--- src/rtl/spectral_peak_picker.sv ---
// Per-band spectral peak picker: scans bins 0..FFT_LENGTH/2-1 and streams the strongest bin of each band.
// Optional feature macro PEAK_THRESHOLD_EN adds threshold_i; samples below it never load a band.
module spectral_peak_picker #(
  parameter int FFT_LENGTH = 1024,
  parameter int MAG_WIDTH  = 16,
  parameter int BAND_COUNT = 4,
  localparam int IDX_W     = $clog2(FFT_LENGTH),
  localparam int BAND_W    = (BAND_COUNT > 1) ? $clog2(BAND_COUNT) : 1
) (
  input  logic                 clk,
  input  logic                 reset,
  input  logic                 start_i,
  output logic [IDX_W-1:0]     index_o,
  input  logic [MAG_WIDTH-1:0] magnitude_i,
  input  logic                 magnitude_ready_i,
  output logic                 peak_valid_o,
  input  logic                 peak_ready_i,
  output logic [BAND_W-1:0]    peak_band_o,
  output logic [IDX_W-1:0]     peak_bin_o,
  output logic [MAG_WIDTH-1:0] peak_mag_o,
  output logic                 busy_o,
  output logic                 frame_done_o
`ifdef PEAK_THRESHOLD_EN
  ,
  input  logic [MAG_WIDTH-1:0] threshold_i
`endif
);

  localparam int BAND_SIZE = FFT_LENGTH / (2 * BAND_COUNT);
  localparam int BAND_SH   = $clog2(BAND_SIZE);
  localparam logic [IDX_W-1:0]  LAST_IDX  = IDX_W'(FFT_LENGTH / 2 - 1);
  localparam logic [BAND_W-1:0] LAST_BAND = BAND_W'(BAND_COUNT - 1);

  typedef enum logic [1:0] {
    S_IDLE = 2'd0,
    S_SCAN = 2'd1,
    S_EMIT = 2'd2
  } state_e;

  state_e                 state_q;
  logic [IDX_W-1:0]       index_q;
  logic [BAND_W-1:0]      emit_q;
  logic [IDX_W-1:0]       band_bin_q [BAND_COUNT];
  logic [MAG_WIDTH-1:0]   band_mag_q [BAND_COUNT];
  logic [BAND_COUNT-1:0]  hit_q;
  logic [IDX_W-1:0]       band_bin_d [BAND_COUNT];
  logic [MAG_WIDTH-1:0]   band_mag_d [BAND_COUNT];
  logic [BAND_COUNT-1:0]  hit_d;
  logic                   valid_q;
  logic [BAND_W-1:0]      band_out_q;
  logic [IDX_W-1:0]       bin_out_q;
  logic [MAG_WIDTH-1:0]   mag_out_q;
  logic                   busy_q;
  logic                   done_q;

  logic                   eligible_s;
  logic                   sample_s;
  logic                   load_s;
  logic [BAND_W-1:0]      band_sel_s;
  logic [BAND_W-1:0]      emit_nx_s;

`ifdef PEAK_THRESHOLD_EN
  assign eligible_s = (magnitude_i >= threshold_i);
`else
  assign eligible_s = 1'b1;
`endif

  // The hit flag makes the first eligible sample of a band load unconditionally;
  // afterwards only a strictly larger magnitude wins, so ties keep the lowest bin.
  assign band_sel_s = BAND_W'(index_q >> BAND_SH);
  assign sample_s   = (state_q == S_SCAN) && magnitude_ready_i;
  assign load_s     = sample_s && eligible_s &&
                      (!hit_q[band_sel_s] || (magnitude_i > band_mag_q[band_sel_s]));
  assign emit_nx_s  = emit_q + BAND_W'(1);

  assign index_o      = index_q;
  assign peak_valid_o = valid_q;
  assign peak_band_o  = band_out_q;
  assign peak_bin_o   = bin_out_q;
  assign peak_mag_o   = mag_out_q;
  assign busy_o       = busy_q;
  assign frame_done_o = done_q;

  // Next-state of the per-band best-so-far registers for the current sample.
  always_comb begin
    band_bin_d = band_bin_q;
    band_mag_d = band_mag_q;
    hit_d      = hit_q;
    if (load_s) begin
      band_bin_d[band_sel_s] = index_q;
      band_mag_d[band_sel_s] = magnitude_i;
      hit_d[band_sel_s]      = 1'b1;
    end else begin
      hit_d = hit_q;
    end
  end

  // Control FSM with registered stream outputs.
  always_ff @(posedge clk or negedge reset) begin
    if (!reset) begin
      state_q    <= S_IDLE;
      index_q    <= '0;
      emit_q     <= '0;
      hit_q      <= '0;
      valid_q    <= 1'b0;
      band_out_q <= '0;
      bin_out_q  <= '0;
      mag_out_q  <= '0;
      busy_q     <= 1'b0;
      done_q     <= 1'b0;
      for (int b = 0; b < BAND_COUNT; b++) begin
        band_bin_q[b] <= '0;
        band_mag_q[b] <= '0;
      end
    end else begin
      done_q <= 1'b0;
      case (state_q)
        S_IDLE: begin
          index_q <= '0;
          if (start_i) begin
            state_q <= S_SCAN;
            busy_q  <= 1'b1;
            emit_q  <= '0;
            hit_q   <= '0;
            for (int b = 0; b < BAND_COUNT; b++) begin
              band_bin_q[b] <= '0;
              band_mag_q[b] <= '0;
            end
          end else begin
            state_q <= S_IDLE;
          end
        end
        S_SCAN: begin
          band_bin_q <= band_bin_d;
          band_mag_q <= band_mag_d;
          hit_q      <= hit_d;
          if (sample_s) begin
            if (index_q == LAST_IDX) begin
              // Band 0 may still be updating on this very sample, so take the _d view.
              state_q    <= S_EMIT;
              index_q    <= '0;
              emit_q     <= '0;
              valid_q    <= 1'b1;
              band_out_q <= '0;
              bin_out_q  <= band_bin_d[0];
              mag_out_q  <= band_mag_d[0];
            end else begin
              index_q <= index_q + IDX_W'(1);
            end
          end else begin
            index_q <= index_q;
          end
        end
        S_EMIT: begin
          if (valid_q && peak_ready_i) begin
            if (emit_q == LAST_BAND) begin
              state_q    <= S_IDLE;
              valid_q    <= 1'b0;
              busy_q     <= 1'b0;
              done_q     <= 1'b1;
              emit_q     <= '0;
              band_out_q <= '0;
              bin_out_q  <= '0;
              mag_out_q  <= '0;
            end else begin
              emit_q     <= emit_nx_s;
              band_out_q <= emit_nx_s;
              bin_out_q  <= band_bin_q[emit_nx_s];
              mag_out_q  <= band_mag_q[emit_nx_s];
            end
          end else begin
            valid_q <= valid_q;
          end
        end
        default: begin
          state_q <= S_IDLE;
          index_q <= '0;
          valid_q <= 1'b0;
          busy_q  <= 1'b0;
        end
      endcase
    end
  end

endmodule

--- config.mk ---
export PLATFORM = sky130hd
export DESIGN_NAME = spectral_peak_picker
export DESIGN_NICKNAME = d
export VERILOG_FILES = /design/src/rtl/spectral_peak_picker.sv
export SDC_FILE = /design/constraint.sdc
export NUM_CORES = 1
export LEC_CHECK = 0
export ABC_AREA = 1
export ABC_CLOCK_PERIOD_IN_PS = 3650
export BUFFER_PORTS_ARGS = -buffer_cell sky130_fd_sc_hd__buf_2
export CAP_MARGIN = 25
export CORE_MARGIN = 10
export CORE_UTILIZATION = 53
export DETAILED_ROUTE_END_ITERATION = 6
export PLACE_DENSITY = 0.83
export SLEW_MARGIN = 5
export SYNTH_ARGS = -nofsm -noshare
export SYNTH_HDL_FRONTEND = slang
export SYNTH_SLANG_ARGS = --single-unit
--- constraint.sdc ---
create_clock -name clk -period 3.65 [get_ports clk]
set_input_delay 0.5475 -clock clk [delete_from_list [all_inputs] [get_ports clk]]
set_output_delay 0.5475 -clock clk [all_outputs]
set_load 0.005 [all_outputs]
### After elaboration in Yosys (flattened, before gate mapping)

Cells that the tools add are included.

* bits in registers: 153
* bits of input ports: 21
* output and inout port bits: 41

* add/sub/neg operators: 2
* order comparisons: 6
* eq/ne operators: 10
* muxes and demuxes: 64
* bitwise logic cells: 6
* reductions and logical operators: 19

Operators by type and width (count)
* 16-bit 2-to-1 mux: 9
* 64-bit 2-to-1 mux: 2
* 64-bit one-hot mux with 2 select lines: 1
* 10-bit 2-to-1 mux: 9
* 40-bit 2-to-1 mux: 2
* 40-bit one-hot mux with 2 select lines: 1
* 16-bit binary-select mux with 2-bit select: 2
* 64-bit bitwise mux: 1
* 40-bit bitwise mux: 1
* 10-bit one-hot mux with 2 select lines: 2
* 16-bit demux with 2-bit select: 1
* 16-bit one-hot mux with 2 select lines: 1
* 10-bit binary-select mux with 2-bit select: 1
* 10-bit demux with 2-bit select: 1
* 2-bit 2-to-1 mux: 9
* 16-bit greater-than comparator: 1
* 2-bit one-hot mux with 3 select lines: 2
* 4-bit AND reduction: 3
* 1-bit 2-to-1 mux: 11
* 10-bit by 1-bit adder with 10-bit output, second input constant: 1
* 10-bit by 9-bit == test with 1-bit output, second input constant: 1
* 2-bit != test, second input constant: 5
* 5-bit AND reduction: 2
* 4-bit 2-to-1 mux: 2
* other kinds (24): 36

### Depth between registers and ports, before layout

* depth in word-level cells: 11
* gate-level depth with buffers: 24
* gate-level depth less buffers: 21

### Least setup slack after synthesis

Ideal clock, no wire load.

* kind: reg-to-reg
* start point: register index_q[7], in the netlist index_o[7]
* end point: register band_mag_q[19] in the netlist's numbering
* arrival time: 2.884 ns
* setup slack: 0.642 ns
* cell stages (with the launch flop): 18
* buffers on the path: 5
* period minus slack after synthesis: 3.008 ns
* cell sequence: dfrtp_1 nor2_2 clkbuf_1 clkbuf_1 a221oi_1 ha_1 nand2_1 nor3_1 nand2_1 nand2_1 nand2_1 nand2_1 buf_6 nand3_2 buf_6 nand2_2 buf_6 o22ai_2

* longest elaborated chain between the ends: 9

RTL lines
* from (decl): RTL line 41 `logic [IDX_W-1:0] index_q;`
* from (signal assigned): RTL line 148 `index_q <= index_q + IDX_W'(1);`
* from (signal assigned): RTL line 151 `index_q <= index_q;`
* 2-bit NOT with 3-bit output (not written as such): RTL line 73, 91
* 16-bit binary-select mux with 2-bit select: RTL line 73 `(!hit_q[band_sel_s] || (magnitude_i > band_mag_q[band_sel_s]));`
* 16-bit 2-to-1 mux (not written as such) (2 in a row): RTL line 73
* 16-bit greater-than comparator: RTL line 73
* 1-bit logical OR: RTL line 73
* 1-bit logical AND: RTL line 72 `assign load_s = sample_s && eligible_s &&`
* 2-bit != test (no line)
* 3-bit AND reduction (no line)
* to (signal assigned): RTL line 135 `band_mag_q <= band_mag_d;`
* to (decl): RTL line 44 `logic [MAG_WIDTH-1:0] band_mag_q [BAND_COUNT];`

Parallel ways exist; a longest one is shown, timed or not. The select of a mux whose other input is x is not followed.
A chain may end at the register's enable or synchronous reset.

### Worst setup path after layout

* start point: register index_q[7], in the netlist index_o[7]
* end point: register band_mag_q[41] in the netlist's numbering

The elaborated chain is that of the path after synthesis.

==> run summary <==
The count of input and output buffers came out at just over 60. After clock tree synthesis, the setup repair step added 0 buffers. The clock share of power came out at a little over a quarter.

The final cycle utilization of the critical path came out at 94.70%. Compared with the post-synthesis result, the final layout area differs by 12.74%. The average vias per placed instance is between 6 and 7.

The number of global-route vias before repair is 7814. Combinational cells account for 38.2% of the total power. The floorplan has 45 rows. The count of hold buffers inserted by post-cts repair is 0. The final weighted congestion in routability-driven placement is between 0.9 and 1. After routing, the total negative slack on setup checks comes to 0 ns.

The net switching power came out at 0.002501 W. The H-tree depth came out at 4. The max-cap violation count is 0. 0 antenna diodes ended up in the layout. The number of instances in the synthesized netlist came out at roughly 1000. The fmax came out at 289.3 MHz. The proportion of register bits with asynchronous set or reset after synthesis came out at between 90% and 100%.

The initial utilization of the core area, before any placement, comes to 54.21%. The final layout contains routed wiring with a total length of 25.51 mm. The count of nets left with antenna violations once routing finished came out at 0.

The total clock sinks is 152. The count of warnings emitted by yosys is 0. The leftover overflow at the end of global routing came out at 0. The predominant post-synthesis flop cell is sky130_fd_sc_hd__dfrtp_1.

The clock period minus final worst setup slack came out at between 3 and 4 ns. The pin slew with the least headroom to its limit is roughly 0.9 ns. IR analysis of the VDD net gives a maximum drop of between 0.3 and 0.4 mV. The mean instance size in the synthesized netlist came out at around 8.0 µm². Once the clock tree was built, the resizer swapped 0 gates to a different size.

The post-DP HPWL came out at 16.39 mm. The number of buffers on the longest clock path came out at 2. The global-route wire length before repair came out at 40.98 mm. After clock tree synthesis, the clock-pin slew on the worst setup and hold paths is 0.06 ns. Entering global routing, the biggest net connects 75 pins. The arrival time of the worst setup path came out at ~3.7 ns. The number of antenna violations at the first check in global routing was 0. The portion of the post-synthesis area used by sequential elements came out at a little under half.

The number of buffers created by CTS came out at 17. The width of the die is approximately 140 µm. The layout cell share with drive strength beyond 1 came out at roughly 14%. The count of final hold-check violations is 0. The clock latency on the worst-skew pair is approximately 0.44 ns. The power per cell area is a little under 700 nW/µm².

Cells fill around three fifths of the core in the end. In this run, placement finished with an instance count of 1232. The post-synthesis register bit count came out at 152. The clock root buffer master is sky130_fd_sc_hd__clkbuf_16. The overall global routing resource usage is 24.91%. The count of different cell masters after synthesis came out at 44. The critical path start-end classification is register to register.

The worst slew margin relative to its limit is 38.71%. The total iterations of the first detailed-routing run is 6. The critical path launch point type is a register. In the final design database the tool counted around 1100 nets.

The count of final max-slew check failures is 0. The final route contains 8157 vias. The die outline area is between 20000 and 25000 µm². The count of unresolved DRC violations after routing came out at 0. The worst-case hold slack came out at between 0.1 and 0.15 ns. The net count of the mapped netlist is roughly 1100. The switching share of total power came out at about 39%. Setup violations remaining at the end of the flow were counted as 0. TritonCTS built the clock tree. Counting flops with a built-in enable in the synthesized netlist gives 0. In this run the standard cell core region covers ~15000 µm².

The static leakage power is about 4.3 nW. The kind of path behind the tightest hold check is input port to asynchronous set/reset pin. The peak fanout along the critical path came out at 10. Sequential cells burn ~35% of the power. The clock skew after layout is 0.007818 ns. The internal power came out at between 0.003 and 0.004 W. Dividing the detail-routed wire length by the instance count gives 20.17 µm. Setup repair after global routing left no endpoint under its margin. The die is 144.7 µm tall. The run finished with clean final reports. The mapped netlist covers just over 8000 µm². In this run, the number of DRC markers left after iteration 0 of detailed routing was ~1300. The required time at the worst-slack endpoint is between 3 and 4 ns. The critical path endpoint category is a register. The number of top-level pins is between 60 and 70. The final standard cell count with taps included and fillers excluded came out at about 1300.
-- layout make-up --
cell class,instances,area (µm²)
inverter,107,401.6
clock inverter,8,67.56
sequential,152,3805
tap,188,235.2
clock buffer,24,511.7
timing repair buffer,88,571.8
multi-input combinational,698,3697
fill,1248,5912
-- through the flow --
| stage | instance area (µm²) | total power (W) | setup slack (ns) |
|---|---|---|---|
| after floorplan | 8240 | 0.003748 | 0.6418 |
| after global routing | 9290 | 0.006740 | 0.06014 |
| after detailed placement | 8696 | 0.004560 | 0.3325 |
| after global placement | 8696 | 0.004492 | 0.5117 |
| after CTS | 9275 | 0.006288 | 0.3069 |
| final | 9290 | 0.006359 | 0.1936 |
-- power groups by stage --
stage          logic, W  clock network (W)  registers (W)
6_report        0.00243            0.00173        0.00220
3_5_place_dp    0.00234                  0        0.00222
5_1_grt         0.00270            0.00181        0.00223
2_1_floorplan   0.00157                  0        0.00218
4_1_cts         0.00237            0.00173        0.00219
3_3_place_gp    0.00228                  0        0.00221
-- state kept, by name, summed over array words and instances (netlist names) --
signal / flops
state_q: 2
peak_band_o: 2
frame_done_o: 1
emit_q: 2
peak_bin_o: 10
peak_mag_o: 16
index_o: 10
busy_o: 1
band_mag_q: 64
band_bin_q: 39
peak_valid_o: 1
hit_q: 4
-- cells in the mapped netlist, drive strengths merged, types with 2 or more instances --
library cell,n,area (µm²)
nand2,192,738.2
dfrtp,152,3804
nand3,117,603.1
inv,106,397.9
o21ai,97,496.7
a21oi,79,395.4
o22ai,60,431.7
nor2,53,209.0
clkbuf,41,153.9
buf,27,188.9
a31oi,25,156.4
ha,18,225.2
a221oi,15,131.4
o211ai,15,112.6
nor3,9,45.04
a22oi,2,20.02
and3,2,12.51
nand4,2,18.77
nor4,2,12.51
o221ai,2,17.52
-- kinds of logic after synthesis --
logic type / synth area share, %
AOI/OAI and AO/OA: 21.99
xor gates and xnor gates: 0.1063
DFF: 46.16
adders and majority gates: 2.733
and+or+nand+nor: 19.98
buffers and inverters: 9.034
-- layer usage --
metal / up-vias / part of all wire, % / GRT usage [%]
met5: - / 0 / 0
li1: 3630 / - / -
met2: 619 / 45 / 38.46
met3: 107 / 13 / 6.323
met1: 3801 / 38 / 31.66
met4: 0 / 3.9 / 12.98
-- critical path, cell delays in order, from the launching register on --
cell,delay [ns]
sky130_fd_sc_hd__dfrtp_1,0.45
sky130_fd_sc_hd__nor2_2,0.41
sky130_fd_sc_hd__inv_1,0.21
sky130_fd_sc_hd__o22ai_1,0.16
sky130_fd_sc_hd__a221oi_1,0.08
sky130_fd_sc_hd__ha_1,0.32
sky130_fd_sc_hd__nand4_1,0.09
sky130_fd_sc_hd__nor3_1,0.26
sky130_fd_sc_hd__nand2_1,0.09
sky130_fd_sc_hd__nand2_1,0.06
sky130_fd_sc_hd__nand2_1,0.05
sky130_fd_sc_hd__nand2_1,0.30
sky130_fd_sc_hd__nand3_1,0.18
sky130_fd_sc_hd__nand2_1,0.49
sky130_fd_sc_hd__o22ai_1,0.16
-- placed cells by master, fill, tap and decap left out, drive strengths merged, types with 24 or more instances in the layout --
master  count
clkbuf     24
o22ai      60
nand3     117
a31oi      25
a21oi      79
dfrtp     152
nand2     192
nor2       53
inv       106
o21ai      97
buf        88
-- final timing paths --
check,to,slack (ns),cells after the start,start
hold / removal,band_bin_q[33],0.12,1,reset
min in group clk,frame_done_o,0.38,3,peak_ready_i
max in group asynchronous,band_mag_q[47],2.66,2,reset
setup reg to reg,band_mag_q[41],0.19,14,index_o[7]
setup / recovery,band_mag_q[41],0.19,14,index_o[7]
hold reg to reg,band_bin_q[27],0.48,2,band_bin_q[27]
No activity file was read; power rests on OpenSTA's default activity.
